File: config.mk
export PLATFORM = sky130hd
export DESIGN_NAME = i2s_transmitter
export DESIGN_NICKNAME = d
export VERILOG_FILES = /design/src/rtl/i2s_transmitter.sv
export SDC_FILE = /design/constraint.sdc
export NUM_CORES = 1
export LEC_CHECK = 0
export ABC_AREA = 1
export BUFFER_PORTS_ARGS = -buffer_cell sky130_fd_sc_hd__clkbuf_2
export CORE_ASPECT_RATIO = 0.6
export CORE_UTILIZATION = 52
export DETAILED_ROUTE_END_ITERATION = 10
export GPL_ROUTABILITY_DRIVEN = 0
export PLACE_DENSITY = 0.73
export SLEW_MARGIN = 20
export SYNTH_ARGS = -nofsm -noshare
export SYNTH_HDL_FRONTEND = slang
export SYNTH_SLANG_ARGS = --single-unit
File: constraint.sdc
create_clock -name mclk -period 2 [get_ports mclk]
set_input_delay 0.4 -clock mclk [delete_from_list [all_inputs] [get_ports mclk]]
set_output_delay 0.4 -clock mclk [all_outputs]
set_load 0.1 [all_outputs]
File: src/rtl/i2s_transmitter.sv
// I2S serialiser: shifts stereo PCM frames out on sdata, timed by the sclk/lrclk pair.
// Runs entirely on mclk. A one-frame holding buffer sits between the pipeline and the slots.
module i2s_transmitter #(
  parameter int unsigned DATA_W = 24,
  parameter int unsigned SLOT_W = 32
) (
  input  logic              mclk,
  input  logic              rst_n,
  input  logic              sclk,
  input  logic              lrclk,
  input  logic              s_valid,
  output logic              s_ready,
  input  logic [DATA_W-1:0] s_left,
  input  logic [DATA_W-1:0] s_right,
  output logic              sdata,
  output logic              underrun,
  output logic              frame_err
);

  localparam int unsigned CntW = $clog2(SLOT_W);
  localparam logic [CntW-1:0] CntMax  = CntW'(SLOT_W - 1);
  localparam logic [CntW-1:0] CntData = CntW'(DATA_W);

  logic              sclk_q;
  logic              lr_prev_q, lr_prev_d;
  logic              lr_valid_q, lr_valid_d;
  logic              synced_q, synced_d;
  logic [CntW-1:0]   cnt_q, cnt_d;
  logic [DATA_W-1:0] shreg_q, shreg_d;
  logic [DATA_W-1:0] act_r_q, act_r_d;
  logic [DATA_W-1:0] buf_l_q, buf_l_d;
  logic [DATA_W-1:0] buf_r_q, buf_r_d;
  logic              buf_full_q, buf_full_d;
  logic              sdata_q, sdata_d;
  logic              underrun_q, underrun_d;
  logic              frame_err_q, frame_err_d;

  logic fall, slot_start, hs;

  assign fall       = sclk_q & ~sclk;
  // lr_valid masks the first fall after reset so a reset taken mid-right-slot
  // is not mistaken for a slot boundary.
  assign slot_start = lr_valid_q & (lrclk != lr_prev_q);
  assign hs         = s_valid & ~buf_full_q;

  assign s_ready   = ~buf_full_q;
  assign sdata     = sdata_q;
  assign underrun  = underrun_q;
  assign frame_err = frame_err_q;

  always_comb begin
    lr_prev_d   = lr_prev_q;
    lr_valid_d  = lr_valid_q;
    synced_d    = synced_q;
    cnt_d       = cnt_q;
    shreg_d     = shreg_q;
    act_r_d     = act_r_q;
    buf_l_d     = buf_l_q;
    buf_r_d     = buf_r_q;
    buf_full_d  = buf_full_q;
    sdata_d     = sdata_q;
    underrun_d  = 1'b0;
    frame_err_d = 1'b0;

    if (hs) begin
      buf_l_d    = s_left;
      buf_r_d    = s_right;
      buf_full_d = 1'b1;
    end

    if (fall) begin
      lr_prev_d  = lrclk;
      lr_valid_d = 1'b1;
      synced_d   = synced_q | slot_start;

      if (slot_start) begin
        cnt_d = '0;
      end else if (cnt_q != CntMax) begin
        cnt_d = cnt_q + CntW'(1);
      end

      if (slot_start && synced_q && (cnt_q != CntMax)) begin
        frame_err_d = 1'b1;
      end

      if (slot_start && synced_d) begin
        if (!lrclk) begin
          if (buf_full_q) begin
            shreg_d    = buf_l_q;
            act_r_d    = buf_r_q;
            buf_full_d = 1'b0;
          end else begin
            // Empty buffer: send silence; a same-cycle handshake lands for next frame.
            shreg_d    = '0;
            act_r_d    = '0;
            underrun_d = 1'b1;
          end
        end else begin
          shreg_d = act_r_q;
        end
      end

      if (synced_d && (cnt_d != '0) && (cnt_d <= CntData)) begin
        sdata_d = shreg_q[DATA_W-1];
        shreg_d = shreg_q << 1;
      end else begin
        sdata_d = 1'b0;
      end
    end
  end

  always_ff @(posedge mclk or negedge rst_n) begin
    if (!rst_n) begin
      sclk_q      <= 1'b0;
      lr_prev_q   <= 1'b0;
      lr_valid_q  <= 1'b0;
      synced_q    <= 1'b0;
      cnt_q       <= '0;
      shreg_q     <= '0;
      act_r_q     <= '0;
      buf_l_q     <= '0;
      buf_r_q     <= '0;
      buf_full_q  <= 1'b0;
      sdata_q     <= 1'b0;
      underrun_q  <= 1'b0;
      frame_err_q <= 1'b0;
    end else begin
      sclk_q      <= sclk;
      lr_prev_q   <= lr_prev_d;
      lr_valid_q  <= lr_valid_d;
      synced_q    <= synced_d;
      cnt_q       <= cnt_d;
      shreg_q     <= shreg_d;
      act_r_q     <= act_r_d;
      buf_l_q     <= buf_l_d;
      buf_r_q     <= buf_r_d;
      buf_full_q  <= buf_full_d;
      sdata_q     <= sdata_d;
      underrun_q  <= underrun_d;
      frame_err_q <= frame_err_d;
    end
  end

endmodule
# Word level (Yosys, flattened, before mapping)
# Index checks and enable logic that the tools add are counted.
[totals]
elab_cells = 53
regBits = 109
inputBits = 53
out_inout_bits = 4
[classes]
mux = 20
bitwise = 7
n_reduce_logical = 9
n_lt_le_gt_ge = 1
n_addsub = 1
eq_ne = 2
[op_table]
columns = ["op", "n"]
rows = [
  ["24-bit 2-to-1 mux", 5],
  ["5-bit 2-to-1 mux", 3],
  ["1-bit 2-to-1 mux", 12],
  ["5-bit by 1-bit adder with 5-bit output (second input constant)", 1],
  ["5-bit less-or-equal comparator (second input constant)", 1],
  ["1-bit logical AND", 5],
  ["5-bit inequality test (second input constant)", 1],
  ["5-bit nonzero test", 1],
  ["1-bit bitwise AND", 3],
  ["1-bit inverter", 3],
  ["3-bit AND reduction", 1],
  ["2-bit AND reduction", 1],
  ["2-bit nonzero test", 1],
  ["1-bit inequality test", 1],
  ["1-bit bitwise OR", 1],
]

# Longest topological paths before layout
[depth]
word_depth = 9
ltp_mapped = 15
ltp_nobuf = 14

# Worst setup path before layout
# No wires, ideal clock.
[synth_timing]
kind = "register to register"
start = "register buf_full_q"
end = "register buf_l_q[0]"
slack_ps = 0
synth_period_minus_slack_ps = 2000
setup_ps = 78
t_arrival_ps = 1923
stages_incl_launch_ff = 6
required_ps = 1922
path_buffers = 2
cell_sequence = "dfrtp_1 inv_1 nand2_1 clkbuf_1 clkbuf_1 a21oi_1"
[synth_between]
elab_chain_cells = 2
[synth_rtl]
columns = ["element", "line", "text"]
rows = [
  ["start, declared", "33", "logic buf_full_q, buf_full_d;"],
  ["start signal, assigned", "137", "buf_full_q <= buf_full_d;"],
  ["1-bit inverter", "n/a", ""],
  ["net s_ready", "12", "output logic s_ready,"],
  ["1-bit bitwise AND", "44", "assign hs = s_valid & ~buf_full_q;"],
  ["end signal, assigned", "135", "buf_l_q <= buf_l_d;"],
  ["end, declared", "31", "logic [DATA_W-1:0] buf_l_q, buf_l_d;"],
]
# The timed path passes the listed nets, and every way through them passes these cells.
# A chain may end at the register's enable or synchronous reset.

# Final worst setup path
[layout_timing]
start = "register cnt_q[1]"
end = "register shreg_q[23]"
[layout_between]
elab_chain_cells = 9
word_cells_on_any_way = 12
classes_between = "1 x add/sub; 1 x order compare; 1 x eq/ne; 4 x mux; 5 x reduce/logical"
[layout_rtl]
columns = ["element", "line", "text"]
rows = [
  ["start, declared", "28", "logic [CntW-1:0] cnt_q, cnt_d;"],
  ["start signal, assigned", "132", "cnt_q <= cnt_d;"],
  ["5-bit by 1-bit adder with 5-bit output / 5-bit inequality test (equally long branches)", "79, 78", ""],
  ["5-bit 2-to-1 mux *", "78", "end else if (cnt_q != CntMax) begin"],
  ["5-bit 2-to-1 mux *", "76", "if (slot_start) begin"],
  ["5-bit 2-to-1 mux *", "71", "if (fall) begin"],
  ["parallel branches: the longest is 2 deep, another holds 5-bit less-or-equal comparator", "n/a", ""],
  ["1-bit logical AND *", "103", "if (synced_d && (cnt_d != '0) && (cnt_d <= CntData)) begin"],
  ["2-bit nonzero test (no line)", "n/a", ""],
  ["2-bit AND reduction (no line)", "n/a", ""],
  ["end signal, assigned", "133", "shreg_q <= shreg_d;"],
  ["end, declared", "29", "logic [DATA_W-1:0] shreg_q, shreg_d;"],
]
# Every way passes the cells marked *. The select of a mux whose other input is x is not followed.

==> impl_metrics.env <==
export IMPL_critPathKind="flip-flop to flip-flop"
export IMPL_multi_input_area_sq_um=1792
export IMPL_syn_area_per_cell_sq_um=8.456
export IMPL_p_int_mw=5.219
export IMPL_synthCells=571
export IMPL_grtUsageMet3=0.04424
export IMPL_hold_violations=9
export IMPL_synth_area_sq_um=4828
export IMPL_core_area_sq_um=8751
export IMPL_yosysUniqueCellTypes=22
export IMPL_slew_headroom=0.6060
export IMPL_drc=0
export IMPL_crit_path_end_kind="flip-flop"
export IMPL_die_width_um=126.4
export IMPL_vdd_drop_max_mv=0.6221
export IMPL_switching_share=0.3559
export IMPL_synthXorXnorAreaFrac=0
export IMPL_pwr_density_cell_nw_per_um2=1384
export IMPL_hp_class="input pin to asynchronous set/reset pin"
export IMPL_die_h_um=76.64
export IMPL_synth_compound_area_frac=0.1127
export IMPL_synth_fa_ha_area_frac=0.002591
export IMPL_grt_util_all_layers=0.2437
export IMPL_synthMuxAreaShare=0.02099
export IMPL_clock_skew_ps=4.324
export IMPL_hold_buffers=0
export IMPL_grt_max_degree=49
export IMPL_dr_pass1_iters=5
export IMPL_dp_cells=732
export IMPL_grt_pass1_wl_um=18650
export IMPL_clockRootBuffer="clkbuf_16"
export IMPL_post_route_util=0.6691
export IMPL_p_switching_mw=2.884
export IMPL_pwr_share_clk=0.221
export IMPL_worstPathArrival_ps=2220
export IMPL_worstPathRequired_ps=2240
export IMPL_r2r_slack_ps=20
export IMPL_crit_top_cell="nand2_1"
export IMPL_violations="hold timing"
export IMPL_critPathLaunchType="flip-flop"
export IMPL_num_vias=4060
export IMPL_avgViaCountPerCell=5.392
export IMPL_met2_usage=0.3994
export IMPL_rsz0062_at_grt="true"
export IMPL_tightestPinTransition_ps=590.3
export IMPL_rows=26
export IMPL_wire_per_inst_um=14.94
export IMPL_n_fill_cell=708
export IMPL_gr_max_usage_layer="met2"
export IMPL_cp_startpoint="cnt_q[1]"
export IMPL_yosys_register_bits=109
export IMPL_areaGrowthSynthToFinish_pct=21.28
export IMPL_hpwlAfterDp_um=7457
export IMPL_status="finished, violations left"
export IMPL_port_buffers=56
export IMPL_cts_tree="done"
export IMPL_crit_fanout=16
export IMPL_cp_cell_sequence="ha_4, nand4_1, nand2_1, nand3_2, nand2_2, nor2_2, nor2_4, nand3_4, buf_8, nand3_1, nand2_1"
export IMPL_cp_slowest_cell="dfrtp_1"
export IMPL_cts_reportedPaths_clkPinSlew_ps=70
export IMPL_ff2ff_path_depth=11
export IMPL_grt_overflow=0
export IMPL_synth_fp_nets=625
export IMPL_io_pins=57
export IMPL_layout_nets=690
export IMPL_ys_seq_area_frac=0.5649
export IMPL_yosys_warnings=0
export IMPL_drive_gt1_frac=0.2168
export IMPL_holdWs_ps=-7.267
export IMPL_path_buf_inv=1
export IMPL_critPathTopFamily="simple AND/OR/NAND/NOR gates"
export IMPL_cts_sink_count=109
export IMPL_setup_viol=0
export IMPL_combPwrFrac=0.341
export IMPL_layoutNonFillerInstCount=753
export IMPL_p_leak_nw=3.091
export IMPL_ant_nets=0
export IMPL_grt_util_met1=0.3261
export IMPL_synth_top_family_by_area="simple AND/OR/NAND/NOR gates"
export IMPL_cts_path_max_buffers=2
export IMPL_r2r_start="cnt_q[1]"
export IMPL_post_route_min_period_ps=1985
export IMPL_final_seq_area_sq_um=2728
export IMPL_timing_final_crit_share=0.9924
export IMPL_clock_fmax_ghz=0.5038
export IMPL_p_seq_frac=0.438
export IMPL_antenna_found_initial=0
export IMPL_tns_ps=0
export IMPL_reg2reg_to="shreg_q[23]"
export IMPL_drt_total_wl_um=11250
export IMPL_drtIter0Drc=258
export IMPL_grt_pass1_vias=4062
export IMPL_ctsHtreeMaxLevel=3
export IMPL_synth_simple_area_share=0.2120
export IMPL_die_area_sq_um=9687
export IMPL_n_antenna_cell=0
export IMPL_start_util=0.5518
export IMPL_slew_violations=0
export IMPL_maxCapViolations=0
export IMPL_clock_latency_ps=350
export IMPL_numCtsBuffers=9
export IMPL_crit_path_max_incr_delay_ps=400
[repair_timing]
action                                  CTS  global route
cloned                                    0             1
gates resized for setup                   2            29
endpoints found under the setup margin   23            25
pin swaps                                 0             3
setup buffers                             0             4
[cell usage in the layout (no fill, tap or decap), types with 10 or more instances in the layout]
cell type	n
o22ai_1	39
nand2_2	11
o21ai_0	16
clkbuf_2	55
buf_4	18
nand2_1	119
nor2_1	48
nand3_1	50
inv_1	76
dfrtp_1	109
a21oi_1	40
clkbuf_16	10
[through the flow]
stage | total power, mW | setup WS [ps] | instance area, sq um | hold WS [ps]
floorplan | 5.390 | 50.09 | 4835 | 104.4
global placement | 6.015 | 14.81 | 5370 | 376.3
detailed placement | 6.177 | -134.3 | 5370 | 384.3
CTS | 7.988 | 34.49 | 5678 | 8.987
global route | 8.663 | -80.69 | 5856 | 37.58
finish | 8.103 | 15.23 | 5856 | -7.267
[cell families (layout without fill, tap and decap cells)]
kind of cell | count (synthesis) | count (layout)
fa+ha+maj | 1 | 1
flops | 109 | 109
compound gates | 98 | 98
mux | 9 | 9
simple gates | 245 | 245
buf+inv | 109 | 179
[power groups by stage]
stage | logic (mW) | registers [mW] | clock network, mW
2_1_floorplan | 1.88 | 3.51 | 0
3_3_place_gp | 2.49 | 3.53 | 0
3_5_place_dp | 2.60 | 3.58 | 0
4_1_cts | 2.63 | 3.54 | 1.82
5_1_grt | 3.14 | 3.64 | 1.89
6_report | 2.76 | 3.55 | 1.79
[worst max path at each step]
stage,slack (ps),cells past startpoint,to
2_1_floorplan,50,5,buf_l_q[0]
3_3_place_gp,10,13,shreg_q[14]
3_5_place_dp,-130,12,shreg_q[14]
4_1_cts,30,12,shreg_q[23]
5_1_grt,-80,11,shreg_q[23]
6_report,20,11,shreg_q[23]
[flip-flops by register name, indices dropped and copies added, names as in the netlist]
| name | cells |
|---|---|
| act_r_q | 24 |
| buf_full_q | 1 |
| buf_l_q | 24 |
| buf_r_q | 24 |
| cnt_q | 5 |
| frame_err | 1 |
| lr_prev_q | 1 |
| lr_valid_q | 1 |
| sclk_q | 1 |
| sdata | 1 |
| shreg_q | 24 |
| synced_q | 1 |
| underrun | 1 |
[synthesized netlist by cell type, drive strengths merged]
cell | n | share of area
a21oi | 41 | 0.042
o21bai | 2 | 0.0031
nor2 | 53 | 0.044
inv | 79 | 0.061
mux2 | 9 | 0.021
nand4 | 2 | 0.0026
or2 | 2 | 0.0026
dfrtp | 109 | 0.56
nor3 | 1 | 0.0010
buf | 12 | 0.011
ha | 1 | 0.0026
o21ai | 16 | 0.017
o22ai | 39 | 0.051
clkbuf | 18 | 0.014
nand2 | 131 | 0.10
nand3 | 56 | 0.059
[final cells by class]
class                      count  area share
tap                          112     0.02393
sequential                   109      0.4658
inverter                      79     0.05128
clock inverter                 7     0.01282
multi-input combinational    353      0.3060
clock buffer                   9     0.03846
timing repair buffer          84      0.1017
[routing by layer]
layer | vias up | part of all wire
met2 | 141 | 0.47
li1 | 1960 | -
met1 | 1941 | 0.46
met4 | 0 | 0.012
met5 | - | 0
met3 | 18 | 0.055
No activity file was read; power rests on OpenSTA's default activity.
